===== config.mk =====
export PLATFORM = sky130hd
export DESIGN_NAME = mem_port_arbiter
export DESIGN_NICKNAME = d
export VERILOG_FILES = /design/src/rtl/riscv_pkg.sv /design/src/rtl/mem_port_arbiter_starve_ctr.sv /design/src/rtl/mem_port_arbiter.sv
export SDC_FILE = /design/constraint.sdc
export NUM_CORES = 1
export LEC_CHECK = 0
export CELL_PAD_IN_SITES_DETAIL_PLACEMENT = 0
export CELL_PAD_IN_SITES_GLOBAL_PLACEMENT = 1
export CORE_MARGIN = 2
export CORE_UTILIZATION = 29
export CTS_CLUSTER_SIZE = 28
export DETAILED_ROUTE_END_ITERATION = 10
export GPL_TIMING_DRIVEN = 0
export PLACE_DENSITY_LB_ADDON = 0.25
export SLEW_MARGIN = 40
export SYNTH_ARGS = -nofsm -noshare
export SYNTH_HDL_FRONTEND = slang
export SYNTH_SLANG_ARGS = --single-unit

===== constraint.sdc =====
create_clock -name clock -period 1.6 [get_ports clock]
set_input_delay 0.16 -clock clock [delete_from_list [all_inputs] [get_ports clock]]
set_output_delay 0.16 -clock clock [all_outputs]
set_load 0.02 [all_outputs]

===== src/rtl/riscv_pkg.sv =====
// Shared types and default widths for the core's memory-side blocks.
package riscv_pkg;

    typedef enum logic [1:0] {
        IDLE,
        BUSY_I,
        BUSY_D
    } arb_state_t;

    localparam int ADDR_W_DEF = 32;
    localparam int DATA_W_DEF = 32;

endpackage


===== src/rtl/mem_port_arbiter_starve_ctr.sv =====
// Saturating count of consecutive IF arbitration losses.
module arb_starve_ctr #(
    parameter int LIMIT = 4
) (
    input  logic clock,
    input  logic reset,
    input  logic i_inc,
    input  logic i_clr,
    output logic o_at_limit
);

    localparam int CW = $clog2(LIMIT + 1);

    logic [CW-1:0] r_cnt;
    logic          w_at_limit;

    assign w_at_limit = (r_cnt == CW'(LIMIT));
    assign o_at_limit = w_at_limit;

    always_ff @(posedge clock) begin
        if (reset) begin
            r_cnt <= '0;
        end else if (i_clr) begin
            r_cnt <= '0;
        end else if (i_inc && !w_at_limit) begin
            r_cnt <= r_cnt + CW'(1);
        end
    end

endmodule


===== src/rtl/mem_port_arbiter.sv =====
// Single-ported memory arbiter: D has priority, IF is forced through after STARVE_LIMIT losses.
module mem_port_arbiter
    import riscv_pkg::*;
#(
    parameter int ADDR_W       = ADDR_W_DEF,
    parameter int DATA_W       = DATA_W_DEF,
    parameter int STARVE_LIMIT = 4
) (
    input  logic                clock,
    input  logic                reset,
    input  logic                if_req,
    input  logic [ADDR_W-1:0]   if_addr,
    output logic                if_gnt,
    output logic                if_rvalid,
    output logic [DATA_W-1:0]   if_rdata,
    input  logic                d_req,
    input  logic                d_we,
    input  logic [ADDR_W-1:0]   d_addr,
    input  logic [DATA_W-1:0]   d_wdata,
    input  logic [DATA_W/8-1:0] d_be,
    output logic                d_gnt,
    output logic                d_rvalid,
    output logic [DATA_W-1:0]   d_rdata,
    output logic                mem_req,
    output logic                mem_we,
    output logic [ADDR_W-1:0]   mem_addr,
    output logic [DATA_W-1:0]   mem_wdata,
    output logic [DATA_W/8-1:0] mem_be,
    input  logic                mem_ready,
    input  logic [DATA_W-1:0]   mem_rdata
);

    localparam int BE_W = DATA_W / 8;

    arb_state_t        r_state;
    arb_state_t        w_next_state;
    logic              r_we;
    logic [ADDR_W-1:0] r_addr;
    logic [DATA_W-1:0] r_wdata;
    logic [BE_W-1:0]   r_be;
    logic              r_if_rvalid;
    logic [DATA_W-1:0] r_if_rdata;
    logic              r_d_rvalid;
    logic [DATA_W-1:0] r_d_rdata;
    logic              w_if_gnt;
    logic              w_d_gnt;
    logic              w_at_limit;
    logic              w_busy;

    arb_starve_ctr #(
        .LIMIT(STARVE_LIMIT)
    ) u_starve (
        .clock      (clock),
        .reset      (reset),
        .i_inc      (w_d_gnt && if_req),
        .i_clr      (w_if_gnt),
        .o_at_limit (w_at_limit)
    );

    always_comb begin
        w_next_state = r_state;
        w_if_gnt     = 1'b0;
        w_d_gnt      = 1'b0;
        case (r_state)
            IDLE: begin
                if (if_req && (!d_req || w_at_limit)) begin
                    w_if_gnt     = 1'b1;
                    w_next_state = BUSY_I;
                end else if (d_req) begin
                    w_d_gnt      = 1'b1;
                    w_next_state = BUSY_D;
                end
            end
            BUSY_I, BUSY_D: begin
                if (mem_ready) begin
                    w_next_state = IDLE;
                end
            end
            default: w_next_state = IDLE;
        endcase
    end

    always_ff @(posedge clock) begin
        if (reset) begin
            r_state     <= IDLE;
            r_we        <= 1'b0;
            r_addr      <= '0;
            r_wdata     <= '0;
            r_be        <= '0;
            r_if_rvalid <= 1'b0;
            r_if_rdata  <= '0;
            r_d_rvalid  <= 1'b0;
            r_d_rdata   <= '0;
        end else begin
            r_state     <= w_next_state;
            r_if_rvalid <= 1'b0;
            r_d_rvalid  <= 1'b0;
            if (w_if_gnt) begin
                r_we    <= 1'b0;
                r_addr  <= if_addr;
                r_wdata <= '0;
                r_be    <= '1;
            end else if (w_d_gnt) begin
                r_we    <= d_we;
                r_addr  <= d_addr;
                r_wdata <= d_wdata;
                r_be    <= d_we ? d_be : '1;
            end
            if (r_state == BUSY_I && mem_ready) begin
                r_if_rvalid <= 1'b1;
                r_if_rdata  <= mem_rdata;
            end
            if (r_state == BUSY_D && mem_ready) begin
                r_d_rvalid <= 1'b1;
                r_d_rdata  <= r_we ? '0 : mem_rdata;
            end
        end
    end

    // Memory bus is zeroed outside BUSY so IDLE never presents stale fields.
    assign w_busy    = (r_state != IDLE);
    assign mem_req   = w_busy;
    assign mem_we    = w_busy & r_we;
    assign mem_addr  = w_busy ? r_addr  : '0;
    assign mem_wdata = w_busy ? r_wdata : '0;
    assign mem_be    = w_busy ? r_be    : '0;

    assign if_gnt    = w_if_gnt;
    assign d_gnt     = w_d_gnt;
    assign if_rvalid = r_if_rvalid;
    assign if_rdata  = r_if_rdata;
    assign d_rvalid  = r_d_rvalid;
    assign d_rdata   = r_d_rdata;

endmodule


==> results of run 1 <==
==> cell type report <==
type	count	area [sq um]
fill	1880	9139
multi-input combinational	471	3412
timing repair buffer	304	3119
sequential	140	2809
buffer	67	725.7
clock buffer	18	429.2
tap	270	337.8
clock inverter	13	170.2
inverter	6	25.02
antenna	1	2.502
==> worst paths after layout <==
| path | slack [ns] | start | depth (start not counted) | endpoint |
|---|---|---|---|---|
| setup / recovery | -0.16 | r_state[0]$_SDFFE_PP0P_ | 6 | mem_wdata[21] |
| hold / removal | 0.08 | if_req | 3 | r_state[0]$_SDFFE_PP0P_ |
| setup reg to reg | 0.02 | r_state[0]$_SDFFE_PP0P_ | 8 | r_addr[10]$_SDFFE_PP0P_ |
| hold reg to reg | 0.45 | if_rdata[29]$_SDFFE_PP0P_ | 2 | if_rdata[29]$_SDFFE_PP0P_ |
==> registers in the layout, summed over array words and instances (netlist names) <==
register        cells
r_state             2
d_rdata            32
r_we                1
d_rvalid            1
if_rvalid           1
r_wdata            32
r_addr             32
if_rdata           32
r_be                4
u_starve.r_cnt      3
==> cells in the final DEF (no fill, tap or decap), types with 21 or more instances in the layout <==
cell type,count
a21oi_1,80
buf_6,65
o21ai_1,29
a22o_1,32
buf_4,55
dfxtp_1,135
clkbuf_16,29
nand2_1,65
nand3_1,54
nor2b_4,49
o21ai_2,21
o21ai_0,31
clkdlybuf4s50_1,198
==> metal layers <==
| layer | global-route usage | part of all wire | vias up |
|---|---|---|---|
| met4 | 0.06875 | 0.023 | 0 |
| met1 | 0.2455 | 0.43 | 2901 |
| met5 | 0 | 0 | - |
| li1 | - | - | 3069 |
| met2 | 0.3287 | 0.49 | 196 |
| met3 | 0.05932 | 0.063 | 30 |
==> logic make-up (layout without fill, tap and decap cells) <==
family                   count (synthesis)  count (layout)  share of synthesized area
flip-flops                             140             140                     0.4720
AO/OA/AOI/OAI                          235             235                     0.2587
AND/OR/NAND/NOR                        230             230                     0.1928
other                                    0               1                          0
buffers and inverters                   74             408                    0.06447
XOR/XNOR                                 1               1                   0.001475
adder cells (fa/ha/maj)                  5               5                    0.01054
==> critical path, stage by stage, from the launching register on <==
cell and delay [ns]:
dfxtp_2 0.33, inv_2 0.05, ha_4 0.21, buf_12 0.16
clkbuf_16 0.16, nor2b_1 0.11, buf_4 0.15
==> timing repair <==
| item | in CTS | in global routing |
|---|---|---|
| resized for setup | 527 | 195 |
| setup buffers | 18 | 3 |
| gates cloned | 8 | 2 |
| endpoints found under the setup margin | 175 | 195 |
| pin swaps | 6 | 7 |
==> stage by stage <==
| step | setup WS (ns) | hold WS (ns) | total power [W] | TNS, ns | cells |
|---|---|---|---|---|---|
| 3_3_place_gp | -0.7222 | 0.4412 | 0.005799 | -68.28 | 1228 |
| 3_5_place_dp | -0.7460 | 0.4470 | 0.005801 | -70.89 | 1228 |
| 4_1_cts | -0.1850 | 0.06842 | 0.01044 | -11.56 | 1285 |
| 5_1_grt | -0.2282 | 0.1048 | 0.01107 | -14.77 | 1289 |
| 6_report | -0.1621 | 0.08160 | 0.01061 | -9.417 | 1290 |
| 2_1_floorplan | 0.02632 | 0.2855 | 0.004886 | 0 | 685 |
==> power by group through the flow <==
stage	Sequential (W)	Clock, W	Combinational [W]
floorplan	0.00393	0	0.000960
global placement	0.00389	0	0.00191
detailed placement	0.00389	0	0.00191
CTS	0.00382	0.00416	0.00246
global route	0.00386	0.00432	0.00289
finish	0.00384	0.00407	0.00271
==> metrics.md, run 1 <==
| Metric | Value |
|---|---|
| Run status | finished, violations left |
| Failing checks | setup timing |
| Fmax | 0.5675 GHz |
| Post-synth top area share | 0.4720 |
| Hold Path Class | in2reg |
| Number of instances in the synthesized netlist | 685 |
| Count leader, synth | dfxtp_1 |
| Clock network power share | 0.383 |
| Count of standard-cell rows | 52 |
| Post-synth cell types | 33 |
| Avg Vias per Cell | 4.803 |
| Final estimated routing congestion in global placement | 0.7625 |
| Quantity of hold-fixing buffers added after cts | 0 |
| Cell internal pwr | 0.007624 W |
| Final worst-path cycle share | 1.101 |
| Setup-violating endpoint count in the final report | 71 |
| Category of the worst setup path capture point | output port |
| Post-route minimum period | 1.762 ns |
| Initial standard-cell utilization of the core | 0.2944 |
| Max-cap check violation count | 0 |
| Most frequently used flop master after synthesis | dfxtp_1 |
| Number of flip-flops and latches in the synthesized netlist | 140 |
| Data arrival at the endpoint of the critical path | 1.60 ns |
| Drt drc | 0 |
| Routed wire length | 22.11 mm |
| Reported net switching power | 0.002990 W |
| RSZ-0062 raised after global routing | yes |
| Number of nets with antenna violations after routing | 0 |
| Final design instance area without fill | 11030 sq um |
| Count of vias placed by the detailed router | 6196 |
| Port Buffers | 273 |
| Final hold viol count | 0 |
| Worst path setup slack after routing | -0.1621 ns |
| Part of the power in combinational logic | 0.255 |
| Level count of the clock H-tree | 4 |
| Die footprint | 21640 sq um |
| Post-synthesis instance area | 5938 sq um |
| Leading cell types by total area after synthesis | dfxtp_1 (47%), nor2b_1 (7.4%), a21oi_1 (6.9%) |
| CTS Buffer Depth | 2 |
| Proportion of power drawn by flip-flops and latches | 0.361 |
| Transition at the pin with the smallest max-transition slack | 0.7500 ns |
| Average wire length per cell after detail routing | 17.14 microns |
| CTS root buf | clkbuf_16 |
| Critical Path Fanout Max | 6 |
| Largest net degree at the start of global routing | 17 |
| Top-Level Pins | 276 |
| Proportion of synthesized chip area in sequential cells | 0.4720 |
| Number of DRC markers after the initial detailed-route iteration | 165 |
| Net switching share of the total power | 0.2817 |
| Core area | 20170 sq um |
| Fraction of final layout cells with drive strength greater than 1 | 0.3238 |
| Nets@finish | 1150 |
| First-pass GRT wire length | 33.84 mm |
| Slew margin rel. | 0.5000 |
| Initial antenna violation count | 0 |
| Total power per unit cell area | 962.2 nW/um^2 |
| Pleak | 4.138 nW |
| Data required time at the worst endpoint | 1.44 ns |
| Clock tree from TritonCTS | done |
| Area leader, netlist | dfxtp_1 |
| Setup skew after layout | 0.01133 ns |
| Total clock sinks | 140 |
| Via count of the first global-routing pass | 6223 |
| TritonRoute pass-1 iters | 4 |
| Y dimension of the die | 147.1 microns |
| Clock transition at the registers of the reported paths | 0.06 ns |
| Setup Crit Path Kind | reg2out |
| Slew Limit Fails | 0 |
| Nature of the critical path startpoint | flop |
| Commonest cells in the synthesized netlist | dfxtp_1 (140), a21oi_1 (82), nor2b_1 (70), nand2_1 (68) |
| Average size of a mapped cell | 8.669 sq um |
| Clock buffer count from CTS | 17 |
| Net count after synthesis | 828 |
| Clock latency on the worst-skew pair | 0.43 ns |
| HPWL reported at the end of detailed placement | 15.17 mm |
| Synthesis warning total | 0 |
| Chip Width | 147.1 microns |
| Worst ir drop on vdd | 0.0006178 V |
| Overall global routing resource usage | 0.1982 |
| Post-synthesis async set-or-reset flop share | 0 |
| Post-route core utilization | 0.5469 |
| Area Growth Syn to Fin | 85.76% |
| Placement Cell Area | 9009 sq um |
| Total overflow reported by the global router | 0 |
| Number of enable flip-flop cells after synthesis | 0 |
Note: power is estimated with default switching activity, not from simulation.
==> run 2, diff against run 1 <==
--- a/config.mk
+++ b/config.mk
@@ -13,7 +13,7 @@
 export DETAILED_ROUTE_END_ITERATION = 10
 export GPL_TIMING_DRIVEN = 0
 export PLACE_DENSITY_LB_ADDON = 0.25
-export SLEW_MARGIN = 40
+export SLEW_MARGIN = 15
 export SYNTH_ARGS = -nofsm -noshare
 export SYNTH_HDL_FRONTEND = slang
 export SYNTH_SLANG_ARGS = --single-unit
==> results of run 2 <==
The final DEF is identical to that of run 1; final timing and power are the same.
